$ cat src/rtl/rv_alu_pkg.sv
// Shared RV32I ALU-class encodings and the registered issue bundle type.
package rv_alu_pkg;

    localparam int P_XLEN       = 32;
    localparam int P_REG_ADDR_W = 5;

    localparam logic [6:0] OP_REG   = 7'b0110011;
    localparam logic [6:0] OP_IMM   = 7'b0010011;
    localparam logic [6:0] OP_LUI   = 7'b0110111;
    localparam logic [6:0] OP_AUIPC = 7'b0010111;

    localparam logic [6:0] F7_BASE = 7'b0000000;
    localparam logic [6:0] F7_ALT  = 7'b0100000;

    localparam logic [2:0] F3_ADD_SUB = 3'b000;
    localparam logic [2:0] F3_SLL     = 3'b001;
    localparam logic [2:0] F3_SLT     = 3'b010;
    localparam logic [2:0] F3_SLTU    = 3'b011;
    localparam logic [2:0] F3_XOR     = 3'b100;
    localparam logic [2:0] F3_SRL_SRA = 3'b101;
    localparam logic [2:0] F3_OR      = 3'b110;
    localparam logic [2:0] F3_AND     = 3'b111;

    typedef struct packed {
        logic [P_XLEN-1:0]       operand1;
        logic [P_XLEN-1:0]       operand2;
        logic [6:0]              funct7;
        logic [2:0]              funct3;
        logic [P_REG_ADDR_W-1:0] rd;
        logic                    reg_write;
        logic                    illegal;
    } alu_issue_t;

endpackage

$ cat src/rtl/alu_imm_gen.sv
// Immediate extraction for the ALU-class formats: I-type, shift amount and U-type.
module alu_imm_gen #(
    parameter int XLEN = 32
) (
    input  logic [XLEN-1:0] instr,
    output logic [XLEN-1:0] imm_i,
    output logic [XLEN-1:0] imm_shamt,
    output logic [XLEN-1:0] imm_u
);

    assign imm_i     = {{(XLEN-12){instr[31]}}, instr[31:20]};
    assign imm_shamt = {{(XLEN-5){1'b0}}, instr[24:20]};
    assign imm_u     = {instr[XLEN-1:12], 12'b0};

endmodule

$ cat src/rtl/alu_issue_stage.sv
// Decode/issue stage: decodes RV32I ALU ops, applies writeback bypass and
// holds the ALU input bundle in a valid/ready output register.
module alu_issue_stage
    import rv_alu_pkg::*;
#(
    parameter int XLEN       = 32,
    parameter int REG_ADDR_W = 5
) (
    input  logic                  clk,
    input  logic                  rst_n,
    input  logic                  flush,
    input  logic                  in_valid,
    output logic                  in_ready,
    input  logic [XLEN-1:0]       instr,
    input  logic [XLEN-1:0]       pc,
    input  logic [XLEN-1:0]       rs1_data,
    input  logic [XLEN-1:0]       rs2_data,
    input  logic                  wb_en,
    input  logic [REG_ADDR_W-1:0] wb_rd,
    input  logic [XLEN-1:0]       wb_data,
    output logic                  out_valid,
    input  logic                  out_ready,
    output logic [XLEN-1:0]       operand1,
    output logic [XLEN-1:0]       operand2,
    output logic [6:0]            funct7,
    output logic [2:0]            funct3,
    output logic [REG_ADDR_W-1:0] rd,
    output logic                  reg_write,
    output logic                  illegal
);

    logic                  r_valid;
    alu_issue_t            r_bundle;
    alu_issue_t            w_bundle;
    logic                  w_legal;
    logic                  w_capture;
    logic [6:0]            w_opcode;
    logic [6:0]            w_f7;
    logic [2:0]            w_f3;
    logic [REG_ADDR_W-1:0] w_rs1_idx;
    logic [REG_ADDR_W-1:0] w_rs2_idx;
    logic [XLEN-1:0]       w_rs1_val;
    logic [XLEN-1:0]       w_rs2_val;
    logic [XLEN-1:0]       w_imm_i;
    logic [XLEN-1:0]       w_imm_shamt;
    logic [XLEN-1:0]       w_imm_u;

    alu_imm_gen #(.XLEN(XLEN)) u_imm_gen (
        .instr     (instr),
        .imm_i     (w_imm_i),
        .imm_shamt (w_imm_shamt),
        .imm_u     (w_imm_u)
    );

    assign w_opcode  = instr[6:0];
    assign w_f3      = instr[14:12];
    assign w_f7      = instr[31:25];
    assign w_rs1_idx = instr[19:15];
    assign w_rs2_idx = instr[24:20];

    // x0 check first also covers the wb_rd != 0 bypass condition
    assign w_rs1_val = (w_rs1_idx == '0)                   ? '0      :
                       (wb_en && (wb_rd == w_rs1_idx))     ? wb_data : rs1_data;
    assign w_rs2_val = (w_rs2_idx == '0)                   ? '0      :
                       (wb_en && (wb_rd == w_rs2_idx))     ? wb_data : rs2_data;

    always_comb begin
        w_bundle    = '0;
        w_legal     = 1'b0;
        w_bundle.rd = instr[11:7];
        case (w_opcode)
            OP_REG: begin
                w_bundle.operand1 = w_rs1_val;
                w_bundle.operand2 = w_rs2_val;
                w_bundle.funct3   = w_f3;
                w_bundle.funct7   = w_f7;
                w_legal = (w_f7 == F7_BASE) ||
                          ((w_f7 == F7_ALT) && ((w_f3 == F3_ADD_SUB) || (w_f3 == F3_SRL_SRA)));
            end
            OP_IMM: begin
                w_bundle.operand1 = w_rs1_val;
                w_bundle.funct3   = w_f3;
                if ((w_f3 == F3_SLL) || (w_f3 == F3_SRL_SRA)) begin
                    w_bundle.operand2 = w_imm_shamt;
                    w_bundle.funct7   = w_f7;
                    w_legal = (w_f7 == F7_BASE) || ((w_f7 == F7_ALT) && (w_f3 == F3_SRL_SRA));
                end else begin
                    // upper immediate bits must not leak into funct7 (ADDI is never SUB)
                    w_bundle.operand2 = w_imm_i;
                    w_bundle.funct7   = F7_BASE;
                    w_legal = 1'b1;
                end
            end
            OP_LUI: begin
                w_bundle.operand2 = w_imm_u;
                w_legal = 1'b1;
            end
            OP_AUIPC: begin
                w_bundle.operand1 = pc;
                w_bundle.operand2 = w_imm_u;
                w_legal = 1'b1;
            end
            default: w_legal = 1'b0;
        endcase
        if (!w_legal) begin
            w_bundle.operand1 = '0;
            w_bundle.operand2 = '0;
            w_bundle.funct3   = '0;
            w_bundle.funct7   = '0;
        end
        w_bundle.illegal   = !w_legal;
        w_bundle.reg_write = w_legal && (w_bundle.rd != '0);
    end

    assign in_ready  = !r_valid || out_ready;
    assign w_capture = in_valid && in_ready;

    always_ff @(posedge clk or negedge rst_n) begin
        if (!rst_n) begin
            r_valid  <= 1'b0;
            r_bundle <= '0;
        end else if (flush) begin
            r_valid <= 1'b0;
        end else if (w_capture) begin
            r_valid  <= 1'b1;
            r_bundle <= w_bundle;
        end else if (out_ready) begin
            r_valid <= 1'b0;
        end
    end

    assign out_valid = r_valid;
    assign operand1  = r_bundle.operand1;
    assign operand2  = r_bundle.operand2;
    assign funct7    = r_bundle.funct7;
    assign funct3    = r_bundle.funct3;
    assign rd        = r_bundle.rd;
    assign reg_write = r_bundle.reg_write;
    assign illegal   = r_bundle.illegal;

endmodule

$ cat config.mk
export PLATFORM = sky130hd
export DESIGN_NAME = alu_issue_stage
export DESIGN_NICKNAME = d
export VERILOG_FILES = /design/src/rtl/rv_alu_pkg.sv /design/src/rtl/alu_imm_gen.sv /design/src/rtl/alu_issue_stage.sv
export SDC_FILE = /design/constraint.sdc
export NUM_CORES = 1
export LEC_CHECK = 0
export ABC_AREA = 1
export CORE_ASPECT_RATIO = 1.2
export CORE_MARGIN = 2
export CORE_UTILIZATION = 42
export CTS_CLUSTER_SIZE = 10
export DETAILED_ROUTE_END_ITERATION = 10
export PLACE_DENSITY = 0.82
export SLEW_MARGIN = 10
export SYNTH_ARGS = -nofsm -noshare
export SYNTH_HDL_FRONTEND = slang
export SYNTH_HIERARCHICAL = 1
export SYNTH_SLANG_ARGS = --single-unit
$ cat constraint.sdc
create_clock -name clk -period 1.6 [get_ports clk]
set_clock_uncertainty 0.2 [all_clocks]
set_input_delay 0.16 -clock clk [delete_from_list [all_inputs] [get_ports clk]]
set_output_delay 0.16 -clock clk [all_outputs]
set_load 0.005 [all_outputs]
======== After elaboration in Yosys (flattened, before gate mapping) ========
Index checks and enable logic that the tools add are counted.
storage, ports and cells
  register bits ........................... 82
  output and inout bits ................... 83
cells by class
  eq/ne operators ......................... 9
  multiplexer cells ....................... 14
  bitwise operators ....................... 1
  reductions and logical operators ........ 22
operators with widths
  kind                  count
  $mux W32              4
  $pmux W32 S3          1
  $mux W74              1
  $pmux W32 S2          1
  $mux W39              1
  $eq A7 B6 Y1 const B  3
  $pmux W10 S2          1
  $eq A7 B5 Y1 const B  2
  $eq A5 B5 Y1          2
  $logic_not A5 Y1      2
  $logic_not A7 Y1      1
  $logic_and A1 B1 Y1   6
  $logic_or A1 B1 Y1    5
  $reduce_bool A5 Y1    1
  $mux W1               4
  $reduce_or A2 Y1      2
  $eq A3 B1 Y1 const B  1
  $eq A3 B3 Y1 const B  1
  $logic_not A3 Y1      1
  $pmux W1 S3           1
  $reduce_bool A3 Y1    1
  $logic_not A1 Y1      2
  $reduce_and A2 Y1     1
  $not A1 Y1            1

======== Logic depth before layout (Yosys ltp) ========
Gate-level depths: netlist of run 1.
  depth after elaboration ................. 6
  depth in mapped cells ................... 13

======== Hierarchy ========
Netlist of run 1, hierarchy kept.
by module, submodules not included
  module           cells each  seq. area each (um^2)  area an instance (um^2)  instances
  alu_issue_stage  1085        2052.0                 6207.2                   1
  alu_imm_gen      97          0.0                    724.4                    1

======== Worst setup path after synthesis of run 1 ========
Ideal clock, no wire load.
  path type ............................... register to register
  start ................................... reg r_valid, in the netlist out_valid
  end ..................................... reg r_bundle, in the netlist operand1[12]
  slack ................................... -0.072 ns
  cell stages (with the launch flop) ...... 9
  period minus slack after synthesis ...... 1.672 ns
  setup time .............................. 0.117 ns
  data arrival time ....................... 1.355 ns
  data required time ...................... 1.283 ns
  path through ............................ dfrtp_1 -> inv_1 -> nor2_1 -> nor3_1 -> inv_1 -> clkbuf_1 -> clkbuf_1 -> nand2_1 -> nand2_1
on the way
  cells in the longest elaborated chain, start to end .. 4
RTL lines
  what                         RTL line                RTL
  from (decl)                  alu_issue_stage.sv:32   logic r_valid;
  from (signal assigned)       alu_issue_stage.sv:120  r_valid <= 1'b0;
  from (signal assigned)       alu_issue_stage.sv:123  r_valid <= 1'b0;
  from (signal assigned)       alu_issue_stage.sv:125  r_valid <= 1'b1;
  $logic_not A1 Y1             alu_issue_stage.sv:115  assign in_ready = !r_valid || out_ready;
  $logic_or A1 B1 Y1           alu_issue_stage.sv:115
  $logic_and A1 B1 Y1          alu_issue_stage.sv:116  assign w_capture = in_valid && in_ready;
  $reduce_and A2 Y1 (no line)  n/a
  to (signal assigned)         alu_issue_stage.sv:126  r_bundle <= w_bundle;
  to (decl)                    alu_issue_stage.sv:33   alu_issue_t r_bundle;
No other way between the ends.
A chain may end at the register's enable or synchronous reset.

======== Worst setup path after layout of run 1 ========
  start ................................... reg r_valid, in the netlist out_valid
  end ..................................... reg r_bundle, in the netlist operand2[23]
Same word-level chain as after synthesis.

==> impl_metrics.py, run 1 <==
metrics = {
    "status": {
        "run_status": "complete, but fails checks",
        "violations": "setup timing",
    },
    "grt": {
        "grt_use_total_pct": 28.38,
        "antenna_found_initial": 0,
        "grt_pass1_vias": 7374,
        "gr-total-overflow": 0,
        "grt_max_degree": 38,
        "grt_pass1_wl_mm": 38.71,
    },
    "floorplanning": {
        "initial_core_util_pct": 42.77,
        "core_area_mm2": 0.01621,
        "io_pins": 254,
        "die_h_um": 144.7,
        "dieWidth_um": 121.3,
        "die_area_mm2": 0.01755,
        "fp-row-count": 51,
    },
    "detailed_routing": {
        "wl_mm": 26.32,
        "drt-initial-drc-count": 884,
        "drtAntennaViolNets": 0,
        "first_pass_iters": 5,
        "remaining_drc_errors": 0,
        "wl_per_cell_um": 16.16,
        "via_count": 7974,
        "viasPerCell": 4.898,
    },
    "synthesis": {
        "synthFlopType": "dfrtp_1",
        "syn_area_mm2": 0.006932,
        "synth_top_area_share_pct": 32.65,
        "syn_inst": 1182,
        "synth_commonest_cells": "nand2_1 (603), inv_1 (154), buf_4 (102)",
        "synth_area_per_cell_um2": 5.864,
        "synth.most_common_cell": "nand2_1",
        "synthDistinctLibCells": 22,
        "synth_edf_count": 0,
        "synth_area_leader_cell": "nand2_1",
        "seq_area_frac_synth_pct": 29.60,
        "ys_warn_count": 6,
        "ys_seq_elements": 82,
        "netlist_top_cells_area": "nand2_1 (33%), dfrtp_1 (30%), buf_4 (11%), inv_1 (8.3%), nand4_1 (5.8%)",
        "synth-async-reset-ratio_pct": 100.0,
    },
    "power_and_ir_drop": {
        "p_per_area_mw_per_mm2": 534.3,
        "ir_drop_uv": 478.1,
        "total_power_mw": 5.591,
        "static-leakage-power_nw": 6.295,
    },
    "clocking": {
        "cts_tree": "built",
        "cts_made_buffers": 9,
        "clock_latency_ns": 0.34,
        "htree_levels": 3,
        "cts-root-buf": "clkbuf_16",
        "cts_sinks": 82,
        "clkTransAtPathRegs_ns": 0.07,
        "cts_buffer_depth": 2,
    },
    "worst_setup_path": {
        "worst_setup_path_end_kind": "register",
        "cp_slowest_cell": "dfrtp_1",
        "crit_fanout": 7,
        "criticalPathCategory": "reg2reg",
        "cp_slowest_stage_delay_ns": 0.38,
        "crit_start": "out_valid",
        "required_ns": 1.67,
        "arrival_ns": 1.73,
        "path_cells": "inv_1 -> nor2_2 -> nor3_4 -> nand2_2 -> nor2_4 -> buf_12 -> clkbuf_16 -> nand2_1 -> nand2_1",
        "worst-path-buf-inv": 3,
        "start_kind": "register",
        "r2r_start": "out_valid",
        "crit_family": "simple AND/OR/NAND/NOR gates",
        "path_common_cell": "nand2_1",
        "rrSetupSlack_ns": -0.06,
    },
    "placement": {
        "gp_congestion": 0.9330,
        "place_area_mm2": 0.009574,
        "port_buffers": 253,
        "dp_hpwl_mm": 18.41,
        "dpl.cell_count": 1588,
    },
    "finish": {
        "fillers": 1443,
        "stdcell_count": 1628,
        "syn_to_final_growth_pct": 50.96,
        "fin_area_mm2": 0.01046,
        "fin_util_pct": 64.56,
        "diodes": 0,
        "drive_gt1_share_pct": 10.45,
        "fin_nets": 1582,
    },
    "sta": {
        "finalMaxSlewViolations": 0,
        "period_needed_ns": 1.661,
        "hold_viol_final": 0,
        "rsz0062_at_grt": "yes",
        "holdWs_ns": 0.07728,
        "finalCritPeriodShare_pct": 103.8,
        "layout_setup_ws_ns": -0.06105,
        "setup-violations-final": 33,
        "fmax_ghz": 0.6020,
    },
    "flow_run": {
        "drv_cap": 0,
    },
    "worst_hold_path": {
        "hp-class": "in2async",
    },
}
-- cell families (layout without fill, tap and decap cells) --
family                 Yosys count  after routing  synth area share (%)
other                            1             39               0.05410
and+or+nand+nor                772            772                 46.55
buffers and inverters          317            513                 23.07
AOI/OAI and AO/OA               10             10                0.7219
DFF                             82             82                 29.60
-- layout make-up --
type / count / area, µm² / share of cell area, %
Inverter: 161 / 604.3 / 5.775
Multi-Input combinational cell: 821 / 3556 / 33.98
Clock inverter: 7 / 77.57 / 0.7414
Timing Repair Buffer: 336 / 3684 / 35.20
Tap cell: 212 / 265.3 / 2.535
Sequential cell: 82 / 2052 / 19.61
Clock buffer: 9 / 225.2 / 2.152
-- worst reg2reg max path: stages (launching register included) --
cell       delay [ns]
dfrtp_1          0.38
inv_1            0.06
nor2_2           0.05
nor3_4           0.16
nand2_2          0.10
nor2_4           0.15
buf_12           0.19
clkbuf_16        0.18
nand2_1          0.06
nand2_1          0.06
-- routing by layer --
layer / up-vias / track usage [%] / part of all wire, %
met5: - / 0 / 0
met4: 0 / 9.861 / 4.0
met3: 70 / 4.585 / 8.0
met2: 403 / 49.53 / 49
met1: 3611 / 35.57 / 39
li1: 3890 / - / -
-- registers in the layout, summed over array words and instances (netlist names) --
register,cells
operand1,32
operand2,32
funct7,7
rd,5
funct3,3
illegal,1
out_valid,1
reg_write,1
-- report_power, final --
group,total (mW),switching (mW),internal [mW]
combinational,1.34,0.666,0.671
clock,2.15,0.924,1.22
sequential,2.11,0.0131,2.09
total,5.59,1.60,3.99
-- metrics by stage --
stage / setup WS (ns) / TNS (ns)
floorplan: -0.001149 / -0.03447
global placement: -0.5283 / -29.25
detailed placement: -0.5338 / -30.60
CTS: -0.06325 / -0.8077
global route: -0.1295 / -6.078
finish: -0.06105 / -0.8240
-- worst paths after layout --
check | cells after the start | end
min reg2reg | 2 | operand2[15]
max | 9 | operand2[23]
max reg2reg | 9 | operand2[23]
max in group asynchronous | 3 | operand2[14]
min in group clk | 4 | funct3[2]
min | 2 | operand1[28]
-- layout by cell type, fill, tap and decap left out --
cell type        synthesis  layout
dlygate4sd3_1            0       1
clkinv_2                 0       1
dlymetal6s2s_1           0      34
nand3_1                 71      67
clkinv_4                 0       3
inv_2                    7      11
nand2_1                603     591
o21ai_0                  9       2
inv_1                  154     150
dlygate4sd2_1            0      35
nand2_2                  1      13
buf_4                  102      47
inv_6                    0       1
nor2_1                  17       9
clkdlybuf4s50_1          0     183
nand3b_1                 1       1
nor3_1                   2       1
nor2_4                   3       9
clkbuf_16                0      13
buf_12                   0      19
conb_1                   1      39
dfrtp_1                 82      82
buf_6                    0       5
nand4_1                 64      64
buf_16                   0       8
nand2_4                  1       1
nor4_4                   1       1
nor3_4                   0       2
o21ai_1                  0       7
nor4_1                   1       1
nand3_2                  0       2
nor2_2                   6       8
a21oi_1                  1       1
clkinvlp_4               0       1
bufinv_16                0       1
nand3_4                  0       2
-- repair_timing --
item / 4_1_cts / 5_1_grt
gates cloned: 7 / 5
pin swaps: 2 / 10
endpoints found under the setup margin: 78 / 103
endpoints found under the hold margin: 82 / 0
hold buffers: 1 / 0
gates resized for setup: 70 / 51
buffers inserted: 7 / 4
Note: power is estimated with default switching activity, not from simulation.
==> run 2, diff against run 1 <==
==> constraint.sdc (replaced) <==
create_clock -name clk -period 1.6 [get_ports clk]
set_clock_uncertainty 0.2 [all_clocks]
set_input_delay 0.32 -clock clk [delete_from_list [all_inputs] [get_ports clk]]
set_output_delay 0.32 -clock clk [all_outputs]
set_load 0.005 [all_outputs]
==> impl_metrics.py, run 2 (synthesized netlist as in run 1, its figures left out) <==
metrics = {
    "worst_setup_path": {
        "reg2reg_depth": 11,
        "crit_fanout": 5,
        "crit_start": "out_valid",
        "worst_setup_path_end_kind": "register",
        "r2r_start": "out_valid",
        "arrival_ns": 1.84,
        "criticalPathCategory": "reg2reg",
        "rrSetupSlack_ns": -0.17,
        "required_ns": 1.67,
        "start_kind": "register",
        "timing.rr.end": "operand2[17]",
    },
    "sta": {
        "layout_setup_ws_ns": -0.1706,
        "setup-violations-final": 68,
        "holdWs_ns": 0.06207,
        "period_needed_ns": 1.771,
        "finalMaxSlewViolations": 0,
        "hold_viol_final": 0,
        "finalCritPeriodShare_pct": 110.7,
        "rsz0062_at_grt": "yes",
        "fin_setup_tns_ns": -8.082,
        "fmax_ghz": 0.5648,
    },
    "clocking": {
        "cts_tree": "built",
        "clock_latency_ns": 0.34,
        "cts_sinks": 82,
        "htree_levels": 3,
        "clkTransAtPathRegs_ns": 0.07,
        "cts_buffer_depth": 2,
        "cts-root-buf": "clkbuf_16",
        "cts_made_buffers": 9,
    },
    "grt": {
        "gr-total-overflow": 0,
        "antenna_found_initial": 2,
        "grt_max_degree": 39,
        "grt_pass1_vias": 8071,
        "grt_use_total_pct": 31.11,
        "grt_pass1_wl_mm": 42.04,
    },
    "detailed_routing": {
        "wl_mm": 29.34,
        "remaining_drc_errors": 0,
        "drt-initial-drc-count": 889,
        "first_pass_iters": 5,
        "drtAntennaViolNets": 0,
        "wl_per_cell_um": 17.62,
        "viasPerCell": 5.144,
        "via_count": 8564,
    },
    "floorplanning": {
        "io_pins": 254,
        "fp-row-count": 51,
        "die_h_um": 144.7,
        "initial_core_util_pct": 42.77,
        "die_area_mm2": 0.01755,
        "dieWidth_um": 121.3,
        "core_area_mm2": 0.01621,
    },
    "finish": {
        "final_cell_mix": "nand2_1 (523), inv_1 (145), clkdlybuf4s50_1 (134), dlygate4sd2_1 (100), dfrtp_1 (82)",
        "fin_area_mm2": 0.01100,
        "mostFrequentLayoutCell": "nand2_1",
        "drive_gt1_share_pct": 17.99,
        "fin_nets": 1617,
        "syn_to_final_growth_pct": 58.65,
        "fin_util_pct": 67.85,
        "fillers": 1357,
    },
    "power_and_ir_drop": {
        "p_per_area_mw_per_mm2": 505.6,
        "total_power_mw": 5.560,
        "p_switching_mw": 1.673,
        "static-leakage-power_nw": 6.554,
        "p_clk_share_pct": 36.0,
        "p_int_mw": 3.888,
        "pwr-share-comb_pct": 26.1,
        "ir_drop_uv": 483.8,
        "netSwitchingFraction_pct": 30.08,
        "power_frac_seq_pct": 37.9,
    },
    "placement": {
        "gp_congestion": 0.9281,
        "dp_hpwl_mm": 18.43,
        "place_area_mm2": 0.009548,
        "port_buffers": 253,
    },
    "worst_hold_path": {
        "min-delay-start": "flush",
        "worstHoldEndpoint": "out_valid",
        "hp-class": "in2reg",
        "timing.hold.worst_path_depth": 2,
    },
    "status": {
        "violations": "setup timing",
        "run_status": "complete, but fails checks",
    },
    "flow_run": {
        "drv_cap": 0,
    },
}
-- run 2: cell count changes in the layout (fill, tap and decap cells not counted), moves of 14 or more --
cell | before | now
clkdlybuf4s50_1 | 183 | 134
dlymetal6s2s_1 | 34 | 2
nand2_4 | 1 | 15
nand2_1 | 591 | 523
dlygate4sd2_1 | 35 | 100
nand2_2 | 13 | 67
-- run 2: area by class of cell --
| type | instances | area, µm² | share of cell area [%] |
|---|---|---|---|
| timing repair buffer | 370 | 3953 | 35.94 |
| clock inverter | 6 | 50.05 | 0.4551 |
| sequential | 82 | 2052 | 18.66 |
| multi-input combinational | 822 | 3829 | 34.82 |
| inverter | 161 | 614.3 | 5.587 |
| clock buffer | 10 | 229.0 | 2.082 |
| tap | 212 | 265.3 | 2.412 |
| antenna | 2 | 5.005 | 0.04551 |
-- run 2: power by group through the flow --
stage                     Sequential [mW]  Combinational [mW]  Clock [mW]
final                                2.11                1.45        2.00
after global routing                 2.11                1.55        2.09
after CTS                            2.11                1.40        2.02
after detailed placement             2.15                1.27           0
after global placement               2.14                1.27           0
after floorplan                      2.15               0.613           0
-- run 2: worst max path at each step --
stage,end,slack [ns],cells after the start
floorplan,operand1[12],-0.001,8
global placement,operand2[5],-0.83,11
detailed placement,operand2[26],-0.87,11
CTS,operand1[25],-0.24,12
global route,operand2[0],-0.20,11
finish,operand2[17],-0.17,11
-- run 2: worst max-delay path, stage by stage, from the launching register on --
cell,delay [ns]
dfrtp_1,0.39
inv_2,0.07
nor2_4,0.04
nor3_4,0.16
buf_6,0.14
nand2_4,0.05
nor2_4,0.13
buf_12,0.14
buf_12,0.14
buf_12,0.13
nand2_2,0.06
nand2_1,0.06
-- run 2: per-stage QoR --
step	cells	setup WS [ns]
after CTS	1659	-0.2372
after detailed placement	1588	-0.8724
final	1665	-0.1706
after global routing	1665	-0.1996
after floorplan	1220	-0.001149
after global placement	1588	-0.8330
-- run 2: what timing repair did --
item / in CTS / in global routing
gates resized for setup: 221 / 106
setup endpoints to repair: 158 / 77
hold buffers: 1 / 0
cloned: 19 / 4
endpoints found under the hold margin: 51 / 0
pin swaps: 30 / 51
setup buffers: 36 / 12
-- run 2: layer usage --
layer  GRT usage [%]  up-vias  routed length, µm
met5               0        -                  0
met4           18.51        0               1679
met3           4.820      122               2571
met2           53.25      556              14260
met1           36.88     3915              10830
li1                -     3971                  -
==> run 3, diff against run 2 <==
--- a/config.mk
+++ b/config.mk
@@ -6,12 +6,14 @@
 export NUM_CORES = 1
 export LEC_CHECK = 0
 export ABC_AREA = 1
+export CELL_PAD_IN_SITES_DETAIL_PLACEMENT = 2
+export CELL_PAD_IN_SITES_GLOBAL_PLACEMENT = 2
 export CORE_ASPECT_RATIO = 1.2
 export CORE_MARGIN = 2
-export CORE_UTILIZATION = 42
+export CORE_UTILIZATION = 20
 export CTS_CLUSTER_SIZE = 10
 export DETAILED_ROUTE_END_ITERATION = 10
-export PLACE_DENSITY = 0.82
+export PLACE_DENSITY = 0.8
 export SLEW_MARGIN = 10
 export SYNTH_ARGS = -nofsm -noshare
 export SYNTH_HDL_FRONTEND = slang
==> impl_metrics.py, run 3 (synthesized netlist as in run 1, its figures left out) <==
metrics = {
    "clocking": {
        "cts_buffer_depth": 2,
        "clkTransAtPathRegs_ns": 0.08,
        "cts-root-buf": "clkbuf_16",
        "cts_made_buffers": 9,
        "cts_sinks": 82,
        "cts_tree": "built",
        "clock_latency_ns": 0.37,
        "htree_levels": 3,
    },
    "power_and_ir_drop": {
        "p_per_area_mw_per_mm2": 478.6,
        "ir_drop_uv": 413.2,
        "static-leakage-power_nw": 7.287,
    },
    "worst_setup_path": {
        "rrSetupSlack_ns": -0.22,
        "reg2reg_depth": 10,
        "arrival_ns": 1.94,
        "r2r_start": "out_valid",
        "worst_setup_path_end_kind": "register",
        "criticalPathCategory": "in2reg",
        "timing.rr.end": "operand1[14]",
        "start_kind": "input pin",
        "required_ns": 1.70,
        "crit_fanout": 6,
    },
    "floorplanning": {
        "die_h_um": 207.9,
        "initial_core_util_pct": 20.34,
        "dieWidth_um": 173.9,
        "die_area_mm2": 0.03617,
        "io_pins": 254,
        "core_area_mm2": 0.03407,
        "fp-row-count": 74,
    },
    "status": {
        "violations": "setup timing",
        "run_status": "complete, but fails checks",
    },
    "detailed_routing": {
        "viasPerCell": 4.588,
        "drtAntennaViolNets": 0,
        "remaining_drc_errors": 0,
        "via_count": 8960,
        "drt-initial-drc-count": 545,
        "first_pass_iters": 5,
        "wl_per_cell_um": 23.05,
        "wl_mm": 45.02,
    },
    "grt": {
        "gr-total-overflow": 0,
        "grt_max_degree": 33,
        "antenna_found_initial": 4,
        "grt_pass1_vias": 9969,
        "grt_pass1_wl_mm": 64.96,
        "grt_use_total_pct": 23.99,
    },
    "sta": {
        "finalCritPeriodShare_pct": 114.9,
        "fmax_ghz": 0.5439,
        "holdWs_ns": 0.1507,
        "period_needed_ns": 1.839,
        "layout_setup_ws_ns": -0.2386,
        "hold_viol_final": 0,
        "rsz0062_at_grt": "yes",
        "finalMaxSlewViolations": 0,
        "setup-violations-final": 81,
        "worst_slew_pin_slew_ns": 0.5283,
        "relSlewSlack_pct": 64.46,
    },
    "worst_hold_path": {
        "timing.hold.worst_path_depth": 3,
        "hp-class": "in2reg",
        "min-delay-start": "in_valid",
        "worstHoldEndpoint": "out_valid",
    },
    "placement": {
        "gp_congestion": 0.8355,
        "preCtsSetupSlack_ns": -0.8503,
        "port_buffers": 253,
        "dp_hpwl_mm": 26.94,
    },
    "finish": {
        "syn_to_final_growth_pct": 79.78,
        "drive_gt1_share_pct": 27.18,
        "final_cell_mix": "nand2_1 (447), inv_1 (144), clkdlybuf4s50_1 (135), nand2_2 (113), dfrtp_1 (81)",
        "multi_input_area_mm2": 0.004263,
        "area.sequential_mm2": 0.002053,
        "fin_util_pct": 36.57,
        "mostFrequentLayoutCell": "nand2_1",
        "fin_nets": 1660,
        "fillers": 4013,
    },
    "flow_run": {
        "drv_cap": 0,
    },
}
run 3: changes by cell type in the layout (fill, tap and decap cells not counted), moves of 6 or more:
cell / previous run / this run
dlygate4sd2_1: 100 / 79
buf_4: 60 / 77
nand2_1: 523 / 447
buf_12: 25 / 33
nand3_1: 68 / 60
nand2_4: 15 / 45
nand3_2: 1 / 8
o21ai_2: 0 / 6
o21ai_1: 8 / 1
buf_16: 10 / 23
clkdlybuf4s15_1: 9 / 21
nand2_2: 67 / 113
run 3: layout make-up:
type | count | share of cell area, %
timing repair buffer | 413 | 37.45
multi-input combinational | 821 | 34.21
sequential | 82 | 16.48
inverter | 161 | 5.000
tap | 456 | 4.578
clock buffer | 11 | 1.867
clock inverter | 5 | 0.2309
timing repair inverter | 1 | 0.1305
antenna | 3 | 0.06024
run 3: metrics by stage:
stage,power [mW],cell area [µm²],setup TNS (ns),std cells
2_1_floorplan,2.761,7084,-0.03447,1220
3_3_place_gp,3.489,10000,-55.01,1844
3_5_place_dp,3.522,10000,-58.52,1844
4_1_cts,5.862,11980,-11.52,1938
5_1_grt,6.181,12460,-15.90,1953
6_report,5.964,12460,-13.64,1953
run 3: power by group:
group          leakage, nW  internal, mW  switching, mW
logic                 6.02         0.861          0.910
clock network        0.133          1.05           1.02
registers             1.13          2.09         0.0259
run 3: worst max path at each step:
stage,startpoint,end,slack [ns],depth (start not counted)
final,flush,operand1[14],-0.24,9
after global routing,instr[23],operand2[8],-0.27,11
after CTS,out_valid,operand2[25],-0.18,10
after detailed placement,instr[24],operand2[17],-0.85,12
after global placement,instr[17],operand1[11],-0.82,11
after floorplan,out_valid,operand1[12],-0.001,8
run 3: worst max-delay path, stage by stage:
cell             delay (ns)
clkdlybuf4s50_1        0.49
nor3_4                 0.31
nand2_2                0.11
nor2_4                 0.13
buf_12                 0.15
buf_12                 0.15
buf_16                 0.13
nand2_2                0.06
nand2_2                0.07
run 3: routing by layer:
layer  global-route usage, %  vias to the layer above  share of wire, %
met3                   2.723                       91               3.5
li1                        -                     4061                 -
met2                   46.63                      277                54
met1                   26.21                     4531                38
met5                       0                        -                 0
met4                   9.418                        0               4.5
run 3: repair_timing:
item	CTS	global route
buffers inserted	49	16
gates resized for setup	356	165
hold buffers	1	0
pin swaps	76	72
cloned	30	1
setup endpoints to repair	158	95
hold endpoints to repair	67	0
